--- src/rtl/fxu_rs_bank.sv ---
// Reservation-station bank for the FXU: holds dispatched ops, snoops the CDB for
// missing operands and issues the lowest-index ready entry each cycle.
module fxu_rs_bank #(
    parameter int unsigned N_RS    = 4,
    parameter int unsigned RS_BASE = 0
) (
    input  logic        clk,
    input  logic        reset,
    input  logic        d_valid,
    input  logic [3:0]  d_op,
    input  logic        d_rdy0,
    input  logic [15:0] d_val0,
    input  logic [5:0]  d_tag0,
    input  logic        d_rdy1,
    input  logic [15:0] d_val1,
    input  logic [5:0]  d_tag1,
    output logic        d_full,
    output logic [5:0]  d_rs_num,
    input  logic        cdb_valid,
    input  logic [5:0]  cdb_rs_num,
    input  logic [15:0] cdb_data,
    input  logic        fxu_busy,
    output logic        valid,
    output logic [5:0]  rs_num,
    output logic [3:0]  op,
    output logic [15:0] val0,
    output logic [15:0] val1
);

    localparam int unsigned IdxW = (N_RS > 1) ? $clog2(N_RS) : 1;

    typedef enum logic [1:0] {StFree, StWait, StReady, StIssued} rs_state_e;

    rs_state_e   st_q   [N_RS];
    rs_state_e   st_d   [N_RS];
    logic [3:0]  op_q   [N_RS];
    logic [3:0]  op_d   [N_RS];
    logic        rdy0_q [N_RS];
    logic        rdy0_d [N_RS];
    logic        rdy1_q [N_RS];
    logic        rdy1_d [N_RS];
    logic [15:0] val0_q [N_RS];
    logic [15:0] val0_d [N_RS];
    logic [15:0] val1_q [N_RS];
    logic [15:0] val1_d [N_RS];
    logic [5:0]  tag0_q [N_RS];
    logic [5:0]  tag0_d [N_RS];
    logic [5:0]  tag1_q [N_RS];
    logic [5:0]  tag1_d [N_RS];

    logic            free_found;
    logic            ready_found;
    logic [IdxW-1:0] alloc_idx;
    logic [IdxW-1:0] iss_idx;
    logic            accept;
    logic            d_hit0;
    logic            d_hit1;
    logic            new_rdy0;
    logic            new_rdy1;
    logic [15:0]     new_val0;
    logic [15:0]     new_val1;

    // Priority encoders over registered state only.
    always_comb begin
        free_found  = 1'b0;
        ready_found = 1'b0;
        alloc_idx   = '0;
        iss_idx     = '0;
        for (int unsigned k = 0; k < N_RS; k++) begin
            if (st_q[k] == StFree && !free_found) begin
                free_found = 1'b1;
                alloc_idx  = IdxW'(k);
            end
            if (st_q[k] == StReady && !ready_found) begin
                ready_found = 1'b1;
                iss_idx     = IdxW'(k);
            end
        end
    end

    always_comb begin
        d_full   = !free_found;
        d_rs_num = 6'(RS_BASE) + 6'(alloc_idx);
        accept   = d_valid && free_found;
        valid    = ready_found && !fxu_busy;
        rs_num   = 6'(RS_BASE) + 6'(iss_idx);
        op       = op_q[iss_idx];
        val0     = val0_q[iss_idx];
        val1     = val1_q[iss_idx];
    end

    // A pending operand whose producer is on the CDB this cycle is captured at allocation.
    always_comb begin
        d_hit0   = cdb_valid && (cdb_rs_num == d_tag0);
        d_hit1   = cdb_valid && (cdb_rs_num == d_tag1);
        new_rdy0 = d_rdy0 || d_hit0;
        new_rdy1 = d_rdy1 || d_hit1;
        new_val0 = d_rdy0 ? d_val0 : cdb_data;
        new_val1 = d_rdy1 ? d_val1 : cdb_data;
    end

    always_comb begin
        for (int unsigned k = 0; k < N_RS; k++) begin
            st_d[k]   = st_q[k];
            op_d[k]   = op_q[k];
            rdy0_d[k] = rdy0_q[k];
            rdy1_d[k] = rdy1_q[k];
            val0_d[k] = val0_q[k];
            val1_d[k] = val1_q[k];
            tag0_d[k] = tag0_q[k];
            tag1_d[k] = tag1_q[k];
            unique case (st_q[k])
                StFree: begin
                    if (accept && alloc_idx == IdxW'(k)) begin
                        op_d[k]   = d_op;
                        rdy0_d[k] = new_rdy0;
                        rdy1_d[k] = new_rdy1;
                        val0_d[k] = new_val0;
                        val1_d[k] = new_val1;
                        tag0_d[k] = d_tag0;
                        tag1_d[k] = d_tag1;
                        st_d[k]   = (new_rdy0 && new_rdy1) ? StReady : StWait;
                    end
                end
                StWait: begin
                    if (!rdy0_q[k] && cdb_valid && cdb_rs_num == tag0_q[k]) begin
                        rdy0_d[k] = 1'b1;
                        val0_d[k] = cdb_data;
                    end
                    if (!rdy1_q[k] && cdb_valid && cdb_rs_num == tag1_q[k]) begin
                        rdy1_d[k] = 1'b1;
                        val1_d[k] = cdb_data;
                    end
                    if (rdy0_d[k] && rdy1_d[k]) begin
                        st_d[k] = StReady;
                    end
                end
                StReady: begin
                    if (valid && iss_idx == IdxW'(k)) begin
                        st_d[k] = StIssued;
                    end
                end
                StIssued: begin
                    // Only the entry's own tag frees it, keeping tags unique in flight.
                    if (cdb_valid && cdb_rs_num == 6'(RS_BASE + k)) begin
                        st_d[k] = StFree;
                    end
                end
                default: st_d[k] = StFree;
            endcase
        end
    end

    always_ff @(posedge clk) begin
        for (int unsigned k = 0; k < N_RS; k++) begin
            if (reset) begin
                st_q[k]   <= StFree;
                rdy0_q[k] <= 1'b0;
                rdy1_q[k] <= 1'b0;
            end else begin
                st_q[k]   <= st_d[k];
                rdy0_q[k] <= rdy0_d[k];
                rdy1_q[k] <= rdy1_d[k];
            end
        end
    end

    // Payload needs no reset: it is only observed once the entry leaves StFree.
    always_ff @(posedge clk) begin
        for (int unsigned k = 0; k < N_RS; k++) begin
            op_q[k]   <= op_d[k];
            val0_q[k] <= val0_d[k];
            val1_q[k] <= val1_d[k];
            tag0_q[k] <= tag0_d[k];
            tag1_q[k] <= tag1_d[k];
        end
    end

endmodule
--- config.mk ---
export PLATFORM = sky130hd
export DESIGN_NAME = fxu_rs_bank
export DESIGN_NICKNAME = d
export VERILOG_FILES = /design/src/rtl/fxu_rs_bank.sv
export SDC_FILE = /design/constraint.sdc
export NUM_CORES = 1
export LEC_CHECK = 0
export ABC_AREA = 0
export BUFFER_PORTS_ARGS = -buffer_cell sky130_fd_sc_hd__buf_2
export CAP_MARGIN = 30
export CORE_MARGIN = 2
export CORE_UTILIZATION = 58
export DETAILED_ROUTE_END_ITERATION = 12
export GPL_TIMING_DRIVEN = 0
export PLACE_DENSITY = 0.9
export SKIP_LAST_GASP = 1
export SLEW_MARGIN = 20
export SYNTH_ARGS = -nofsm -noshare
export SYNTH_HDL_FRONTEND = slang
export SYNTH_SLANG_ARGS = --single-unit
--- constraint.sdc ---
create_clock -name clk -period 3.2 [get_ports clk]
set_input_delay 0.64 -clock clk [delete_from_list [all_inputs] [get_ports clk]]
set_output_delay 0.64 -clock clk [all_outputs]
set_load 0.01 [all_outputs]
==> impl_metrics.tcl, run 1 <==
set metrics [dict create \
    start_util 0.593 \
    fmax_ghz 0.320 \
    mostFrequentLayoutCells "192 x edfxtp_1, 124 x mux2_1, 123 x buf_2, 73 x nand2_1, 52 x xnor2_1" \
    power_density_mw_per_mm2 811 \
    slowest_stage "a222oi_1" \
    combPwrFrac 0.359 \
    r2r_end "val1_q[2][3]" \
    rsz0062_at_grt "false" \
    fin_tns_setup_ns 0 \
    end_kind "output pin" \
    area_delta_synth_final_pct 17.4 \
    track_usage 0.277 \
    antenna_left 0 \
    worst_slew_pin_slew_ns 0.983 \
    intPower_mw 6.31 \
    die_h_um 137 \
    finalCriticalPeriod_ns 3.12 \
    p_leak_nw 4.45 \
    io_buffers 116 \
    grt_pass1_vias 7213 \
    crit_path_start_kind "flop" \
    crit-reg2reg-launch "st_q[2][1]" \
    dieArea_mm2 0.0187 \
    cts.sinks 208 \
    final_util 0.696 \
    switching_power_mw 3.43 \
    insertion_delay_ns 0.52 \
    final_cell_area_mm2 0.0120 \
    cpPeakStageDelay_ns 0.38 \
    drv_cap 0 \
    hold_depth 1 \
    swShare 0.352 \
    path_depth 9 \
    vias_per_cell 6.36 \
    clock_power_share 0.247 \
    maxSlewViolCount 0 \
    tritoncts "yes" \
    hold_start "d_op[1]" \
    finalSetupViolations 0 \
    overflow 0 \
    cts_htree_levels 1 \
    arrival_ns 2.48 \
    power_frac_seq 0.394 \
    peakVddDrop_mv 0.493 \
    via_count 7328 \
    clock_path_buffers 3 \
    relSlewSlack 0.345 \
    wl_um 26500 \
    grt_antenna_before_repair 2 \
    place_area_mm2 0.0112 \
    period_share 0.976 \
    clk_pin_slew_ns 0.06 \
    path_class "reg -> out" \
    status "complete, no violations" \
    hold_viol 0 \
    synth_edf_count 192 \
    cts_buffers 22 \
    syn_area_mm2 0.0102 \
    core_area_mm2 0.0172 \
    final_common_cell "edfxtp_1" \
    cp.required_ns 2.56 \
    clockRootBuffer "clkbuf_16" \
    critPathMaxFanout 10 \
    cts_hold_buf 0 \
    avgSynthCellArea_um2 13.5 \
    clock_skew_ns 0.0281 \
    cp_num_buf_inv 4 \
    dr.pass1.iters 7 \
    cp_top_family "buffers and inverters" \
    r2r_cells 6 \
    gp_congestion 0.875 \
    placed_cells 1107 \
    finalPower_mw 9.74 \
    grt_pass1_wl_um 39200 \
    final_nets 1003 \
    yosysSeqAreaShare 0.595 \
    drt-wirelength-per-cell_um 23.0 \
    dp_hpwl_um 17500 \
    stdcell_count 1152 \
    r2r_setup_slack_ns 0.29 \
    die_w_um 137 \
    rows 48 \
    drive_gt1_frac 0.226 \
    crit_chain "inv_2, ha_4, nor3_2, and2_2, clkbuf_8, buf_4, a222oi_1, nand2_1, buf_2" \
    grt_max_degree 20 \
    synthCells 755 \
    synth_warnings 0 \
    drc 0 \
    hold_path_class "in -> reg" \
    hold-path-endpoint "op_q[0][1]" \
    ys_async_sr_fraction 0 \
    synth_seq_cells 208 \
    io_pins 127 \
    synthFlopType "edfxtp_1" \
    drt_iter0_markers 750 \
    synth_cell_types 55 \
]
==> sequential cells by signal, summed over array words and instances (netlist names) <==
| signal | flops |
|---|---|
| val1_q | 64 |
| tag0_q | 24 |
| st_q | 8 |
| rdy1_q | 4 |
| tag1_q | 24 |
| val0_q | 64 |
| op_q | 16 |
| rdy0_q | 4 |
==> power groups by stage <==
stage / sequential, mW / clock (mW) / combinational, mW
6_report: 3.83 / 2.41 / 3.49
5_1_grt: 3.87 / 2.50 / 3.77
4_1_cts: 3.82 / 2.41 / 3.39
3_5_place_dp: 3.87 / 0 / 3.28
3_3_place_gp: 3.86 / 0 / 3.10
2_1_floorplan: 3.82 / 0 / 2.08
==> Yosys cell counts, types with 10 or more instances <==
cell type | number | area, um2
a21oi_1 | 17 | 85.1
a222oi_1 | 36 | 360
clkbuf_1 | 34 | 128
dfxtp_1 | 16 | 320
edfxtp_1 | 192 | 5770
ha_1 | 17 | 213
inv_1 | 19 | 71.3
mux2_1 | 124 | 1400
nand2_1 | 73 | 274
nand3_1 | 16 | 80.1
nand4_1 | 11 | 68.8
nor2_1 | 20 | 75.1
nor2b_1 | 14 | 87.6
nor3_1 | 10 | 50.1
o21a_1 | 13 | 97.6
xnor2_1 | 52 | 455
==> logic make-up after synthesis <==
family / count (synthesis) / share of synthesized area
mux: 128 / 0.141
other cells: 1 / 0.000367
xor+xnor: 60 / 0.0514
fa+ha+maj: 17 / 0.0208
buf+inv: 69 / 0.0290
simple gates: 170 / 0.0805
flops: 208 / 0.595
compound gates: 102 / 0.0817
==> metal layers <==
metal | global-route usage | part of all wire | vias up
li1 | - | - | 3190
met1 | 0.338 | 0.37 | 3571
met2 | 0.488 | 0.51 | 492
met3 | 0.0467 | 0.094 | 75
met4 | 0.114 | 0.033 | 0
met5 | 0 | 0 | -
==> stage by stage <==
stage / hold WS [ns] / setup WS [ns]
floorplan: 0.457 / 0.255
global placement: 0.464 / -0.667
detailed placement: 0.477 / -0.165
CTS: 0.348 / 0.0301
global route: 0.350 / 0.00244
finish: 0.355 / 0.0782
==> worst reg2reg max path: stages, from the launching register on <==
cell      delay (ns)
dfxtp_1         0.43
inv_1           0.13
ha_1            0.20
clkbuf_1        0.21
nor2_1          0.71
clkbuf_1        0.57
mux2_1          0.40
==> area by class of cell <==
class | count | area [um2]
antenna | 3 | 7.51
sequential | 208 | 6090
clock inverter | 12 | 96.3
inverter | 21 | 82.6
multi-input combinational | 485 | 3950
buffer | 48 | 263
clock buffer | 27 | 569
timing repair buffer | 123 | 659
tap | 225 | 282
fill | 1140 | 5240
==> worst max path at each step <==
stage	start	to
floorplan	cdb_rs_num[1]	val1_q[0][0]
global placement	cdb_rs_num[1]	val1_q[0][9]
detailed placement	st_q[1][0]	val0[3]
CTS	st_q[1][0]	val1[1]
global route	st_q[0][1]	val0[2]
finish	st_q[2][0]	val0[2]
==> timing repair <==
action / in CTS / in global routing
endpoints found under the hold margin: 0 / 0
gates resized for setup: 29 / 15
pin swaps: 2 / 3
setup endpoints to repair: 38 / 38
buffers inserted: 1 / 1
Note: power is estimated with default switching activity, not from simulation.
==> inputs of run 2 (changes only) <==
--- a/config.mk
+++ b/config.mk
@@ -7,12 +7,12 @@
 export LEC_CHECK = 0
 export ABC_AREA = 0
 export BUFFER_PORTS_ARGS = -buffer_cell sky130_fd_sc_hd__buf_2
-export CAP_MARGIN = 30
+export CAP_MARGIN = 40
 export CORE_MARGIN = 2
-export CORE_UTILIZATION = 58
+export CORE_UTILIZATION = 45
 export DETAILED_ROUTE_END_ITERATION = 12
 export GPL_TIMING_DRIVEN = 0
-export PLACE_DENSITY = 0.9
+export PLACE_DENSITY = 0.68
 export SKIP_LAST_GASP = 1
 export SLEW_MARGIN = 20
 export SYNTH_ARGS = -nofsm -noshare
==> run 2 against run 1 <==
Sequential cell count stayed put. Fmax up 1.2%. Register-to-register slack better by 0.07 ns. Via count shrank 6.9%. Die area grew 28%. First-iteration DRC count is 13% lower. Critical path depth did not move. Final area up 1.0%. Critical path type unchanged. Largest cell class unchanged. Highest routed layer is now met5.
==> impl_metrics.tcl, run 2 (synthesized netlist as in run 1, its figures left out) <==
set metrics [dict create \
    status "complete, no violations" \
    cp_num_buf_inv 4 \
    finalCriticalPeriod_ns 3.08 \
    io_pins 127 \
    cts.sinks 208 \
    track_usage 0.211 \
    cts_buffers 24 \
    slowest_stage "dfxtp_1" \
    dp_hpwl_um 17600 \
    hold_viol 0 \
    p_leak_nw 4.47 \
    path_class "reg -> out" \
    crit_path_start_kind "flop" \
    maxSlewViolCount 0 \
    fmax_ghz 0.324 \
    overflow 0 \
    stdcell_count 1212 \
    dr.pass1.iters 7 \
    grt_antenna_before_repair 1 \
    clock_skew_ns 0.0212 \
    critPathMaxFanout 10 \
    insertion_delay_ns 0.52 \
    grt_max_degree 18 \
    cts_htree_levels 1 \
    final_common_cell "edfxtp_1" \
    end_kind "output pin" \
    cpPeakStageDelay_ns 0.32 \
    mostFrequentLayoutCells "192 x edfxtp_1, 125 x buf_2, 124 x mux2_1, 73 x nand2_1, 52 x xnor2_1" \
    dieArea_mm2 0.0239 \
    relSlewSlack 0.463 \
    final_util 0.539 \
    diodes 0 \
    grt_pass1_vias 6880 \
    rows 55 \
    die_h_um 155 \
    crit_chain "inv_1, ha_2, nor3_2, and2_4, clkbuf_8, clkbuf_4, a222oi_1, nand2_1, buf_2" \
    cp_top_family "buffers and inverters" \
    final_cell_area_mm2 0.0121 \
    cp.required_ns 2.56 \
    timing.hold.ws_ns 0.329 \
    placed_cells 1170 \
    drt-wirelength-per-cell_um 20.8 \
    hold_path_class "in -> reg" \
    peakVddDrop_mv 0.530 \
    rsz0062_at_grt "true" \
    die_w_um 155 \
    core_area_mm2 0.0225 \
    dp_slack_ns -0.242 \
    fin_tns_setup_ns 0 \
    place_area_mm2 0.0113 \
    clockRootBuffer "clkbuf_16" \
    clock_path_buffers 3 \
    power_density_mw_per_mm2 806 \
    worst_slew_pin_slew_ns 0.795 \
    drt_iter0_markers 649 \
    tritoncts "yes" \
    cts_hold_buf 0 \
    grt_pass1_wl_um 38700 \
    seq_area_mm2 0.00609 \
    area_delta_synth_final_pct 18.6 \
    finalPower_mw 9.77 \
    period_share 0.964 \
    arrival_ns 2.44 \
    antenna_left 0 \
    final_nets 1005 \
    drive_gt1_frac 0.219 \
    fillCellCount 1925 \
    start_util 0.454 \
    wl_um 25300 \
    io_buffers 116 \
    vias_per_cell 5.63 \
    drv_cap 0 \
    multi_input_area_mm2 0.00395 \
    drc 0 \
    finalSetupViolations 0 \
    gp_congestion 0.817 \
    finalWorstSetupSlack_ns 0.116 \
    via_count 6819 \
    clk_pin_slew_ns 0.06 \
    largestRegisters "val0_q: 64 flops, val1_q: 64 flops" \
]
run 2: changes by cell type in the layout (fill, tap and decap cells not counted), moves of 3 or more:
| cell | previous run | this run |
|---|---|---|
| clkbuf_2 | 6 | 2 |
| clkinv_1 | 2 | 5 |
| a21oi_4 | 0 | 3 |
| a21oi_2 | 4 | 1 |
| clkbuf_4 | 5 | 9 |
| clkbuf_1 | 24 | 27 |
| buf_4 | 12 | 9 |
| diode_2 | 3 | 0 |
| clkinv_2 | 7 | 2 |
run 2: worst reg2reg max path: stages (launching register included):
cell,delay (ns)
dfxtp_1,0.42
inv_1,0.10
ha_1,0.18
clkbuf_1,0.27
nor2_1,0.64
clkbuf_1,0.61
mux2_1,0.40
run 2: metal layers:
| layer | GRT usage | share of wire | wire length (um) | up-vias |
|---|---|---|---|---|
| met5 | 0 | 0.00051 | 13 | - |
| met4 | 0.0525 | 0.021 | 530 | 2 |
| met3 | 0.0325 | 0.063 | 1590 | 45 |
| met2 | 0.370 | 0.49 | 12400 | 235 |
| met1 | 0.275 | 0.42 | 10700 | 3348 |
| li1 | - | - | - | 3189 |
run 2: timing repair:
action                     in CTS  in global routing
setup buffers                   0                  0
pin swaps                       0                  7
setup endpoints to repair      38                 59
resized for setup              28                 14
run 2: layout make-up:
type | instances | share of cell area
plain buffers | 48 | 0.0221
clock buffers | 32 | 0.0520
clock inverters | 10 | 0.00692
inverters | 21 | 0.00681
multi-input cells | 485 | 0.326
flip-flops and latches | 208 | 0.502
well taps | 285 | 0.0294
repair buffers | 123 | 0.0547
run 2: path summary, 6_finish.rpt:
path	depth (start not counted)	slack, ns	start	to
worst max-delay path	9	0.12	st_q[2][0]	val0[3]
worst min-delay path	1	0.33	d_op[2]	op_q[1][2]
worst max register to register	6	0.36	st_q[0][1]	val1_q[0][8]
worst min register to register	1	0.50	rdy0_q[1]	rdy0_q[1]
run 2: power by group:
group,internal [mW],switching (mW),leakage (nW)
Combinational,1.30,2.15,2.23
Clock,1.46,1.05,0.346
Sequential,3.65,0.156,1.89
==> inputs of run 3 (changes only) <==
--- a/config.mk
+++ b/config.mk
@@ -8,6 +8,7 @@
 export ABC_AREA = 0
 export BUFFER_PORTS_ARGS = -buffer_cell sky130_fd_sc_hd__buf_2
 export CAP_MARGIN = 40
+export CORE_ASPECT_RATIO = 0.6
 export CORE_MARGIN = 2
 export CORE_UTILIZATION = 45
 export DETAILED_ROUTE_END_ITERATION = 12
==> run 3 against run 2 <==
Non-clock buffer count up 8. Combinational power up 5%. Routed wire length up 5.7%. Highest routed layer unchanged.
==> impl_metrics.tcl, run 3 (synthesized netlist as in run 1, its figures left out) <==
set metrics [dict create \
    power_density_mw_per_mm2 812 \
    p_leak_nw 4.50 \
    hold_start "d_op[3]" \
    antenna_left 0 \
    clk_pin_slew_ns 0.07 \
    final_common_cell "edfxtp_1" \
    core_area_mm2 0.0222 \
    slowest_stage "dfxtp_1" \
    place_area_mm2 0.0114 \
    timing.hold.ws_ns 0.368 \
    cts_buffers 21 \
    io_buffers 116 \
    cts_hold_buf 0 \
    cts.sinks 208 \
    fmax_ghz 0.329 \
    finalCriticalPeriod_ns 3.04 \
    drive_gt1_frac 0.231 \
    drv_cap 0 \
    tritoncts "yes" \
    drc 0 \
    diodes 0 \
    grt_antenna_before_repair 1 \
    mostFrequentLayoutCells "192 x edfxtp_1, 126 x buf_2, 124 x mux2_1, 73 x nand2_1, 52 x xnor2_1" \
    maxSlewViolCount 0 \
    hold-path-endpoint "op_q[1][3]" \
    grt_pass1_vias 6853 \
    drt-wirelength-per-cell_um 21.5 \
    end_kind "output pin" \
    crit_path_start_kind "flop" \
    fillCellCount 1918 \
    crit_chain "inv_1, ha_4, nor3b_4, clkbuf_4, clkbuf_2, a222oi_1, nand2_1, buf_2" \
    gp_congestion 0.884 \
    dp_slack_ns -0.228 \
    area_delta_synth_final_pct 19.6 \
    wl_um 26700 \
    largestRegisters "val0_q: 64 flops, val1_q: 64 flops" \
    placed_cells 1194 \
    start_util 0.461 \
    arrival_ns 2.40 \
    finalSetupViolations 0 \
    relSlewSlack 0.474 \
    track_usage 0.226 \
    r2r_cells 9 \
    hold_viol 0 \
    cp_num_buf_inv 4 \
    final_util 0.551 \
    clock_skew_ns 0.0129 \
    peakVddDrop_mv 0.468 \
    die_w_um 199 \
    dp_hpwl_um 19000 \
    path_class "reg -> out" \
    r2r_end "val0_q[2][13]" \
    final_cell_area_mm2 0.0122 \
    path_depth 8 \
    final_nets 1010 \
    dieArea_mm2 0.0240 \
    clockRootBuffer "clkbuf_16" \
    period_share 0.950 \
    hold_path_class "in -> reg" \
    grt_max_degree 18 \
    cp-startpoint "st_q[2][0]" \
    overflow 0 \
    crit-reg2reg-launch "st_q[1][1]" \
    status "complete, no violations" \
    dr.pass1.iters 7 \
    critPathMaxFanout 10 \
    stdcell_count 1239 \
    clock_path_buffers 3 \
    insertion_delay_ns 0.50 \
    hold_depth 1 \
    cp.required_ns 2.56 \
    cpPeakStageDelay_ns 0.34 \
    r2r_setup_slack_ns 0.31 \
    cts_htree_levels 1 \
    vias_per_cell 5.60 \
    worst_slew_pin_slew_ns 0.788 \
    io_pins 127 \
    cp_top_family "buffers and inverters" \
    rows 42 \
    grt_pass1_wl_um 40500 \
    via_count 6936 \
    finalWorstSetupSlack_ns 0.159 \
    drt_iter0_markers 840 \
    die_h_um 121 \
]
==> run 3: cell types whose count changed in the layout (fill, tap and decap cells not counted), moves of 3 or more <==
cell | previous run | this run
clkbuf_4 | 9 | 3
buf_4 | 9 | 16
buf_8 | 2 | 8
clkbuf_1 | 27 | 22
clkinvlp_4 | 1 | 5
clkbuf_16 | 24 | 21
clkbuf_2 | 2 | 5
==> run 3: timing repair <==
item	in CTS	in global routing
setup endpoints to repair	38	31
gates resized for setup	29	18
pin swaps	3	5
buffers inserted	5	0
==> run 3: how the worst max path moves through the flow <==
stage / end / slack (ns)
final: val1[2] / 0.16
after detailed placement: val0[1] / -0.23
after CTS: val0[1] / 0.03
after global routing: val0[1] / -0.003
after global placement: val0_q[0][12] / -0.90
after floorplan: val1_q[0][0] / 0.26
==> run 3: routing by layer <==
layer  up-vias  GRT usage  part of all wire
li1       3213          -                 -
met1      3407      0.349              0.48
met2       286      0.322              0.41
met3        28     0.0563             0.092
met4         2     0.0378             0.013
met5         -          0           0.00049
==> run 3: area by class of cell <==
| cell class | instances | area, um2 | share of cell area |
|---|---|---|---|
| Buffer | 48 | 258 | 0.0211 |
| Clock buffer | 24 | 537 | 0.0439 |
| Clock inverter | 14 | 158 | 0.0129 |
| Inverter | 21 | 78.8 | 0.00645 |
| Multi-Input combinational cell | 485 | 3970 | 0.325 |
| Sequential cell | 208 | 6090 | 0.498 |
| Tap cell | 308 | 385 | 0.0315 |
| Timing Repair Buffer | 131 | 754 | 0.0617 |
==> run 3: per-stage QoR <==
| step | TNS (ns) | total power, mW |
|---|---|---|
| after floorplan | 0 | 5.90 |
| after detailed placement | -4.13 | 7.24 |
| after global routing | -0.00284 | 10.4 |
| final | 0 | 9.92 |
| after global placement | -67.93 | 7.09 |
| after CTS | 0 | 9.86 |
==> run 3: power breakdown <==
group          switching [mW]  internal [mW]  total, mW
sequential              0.165           3.65       3.81
clock                    1.05           1.46       2.51
combinational            2.22           1.39       3.61
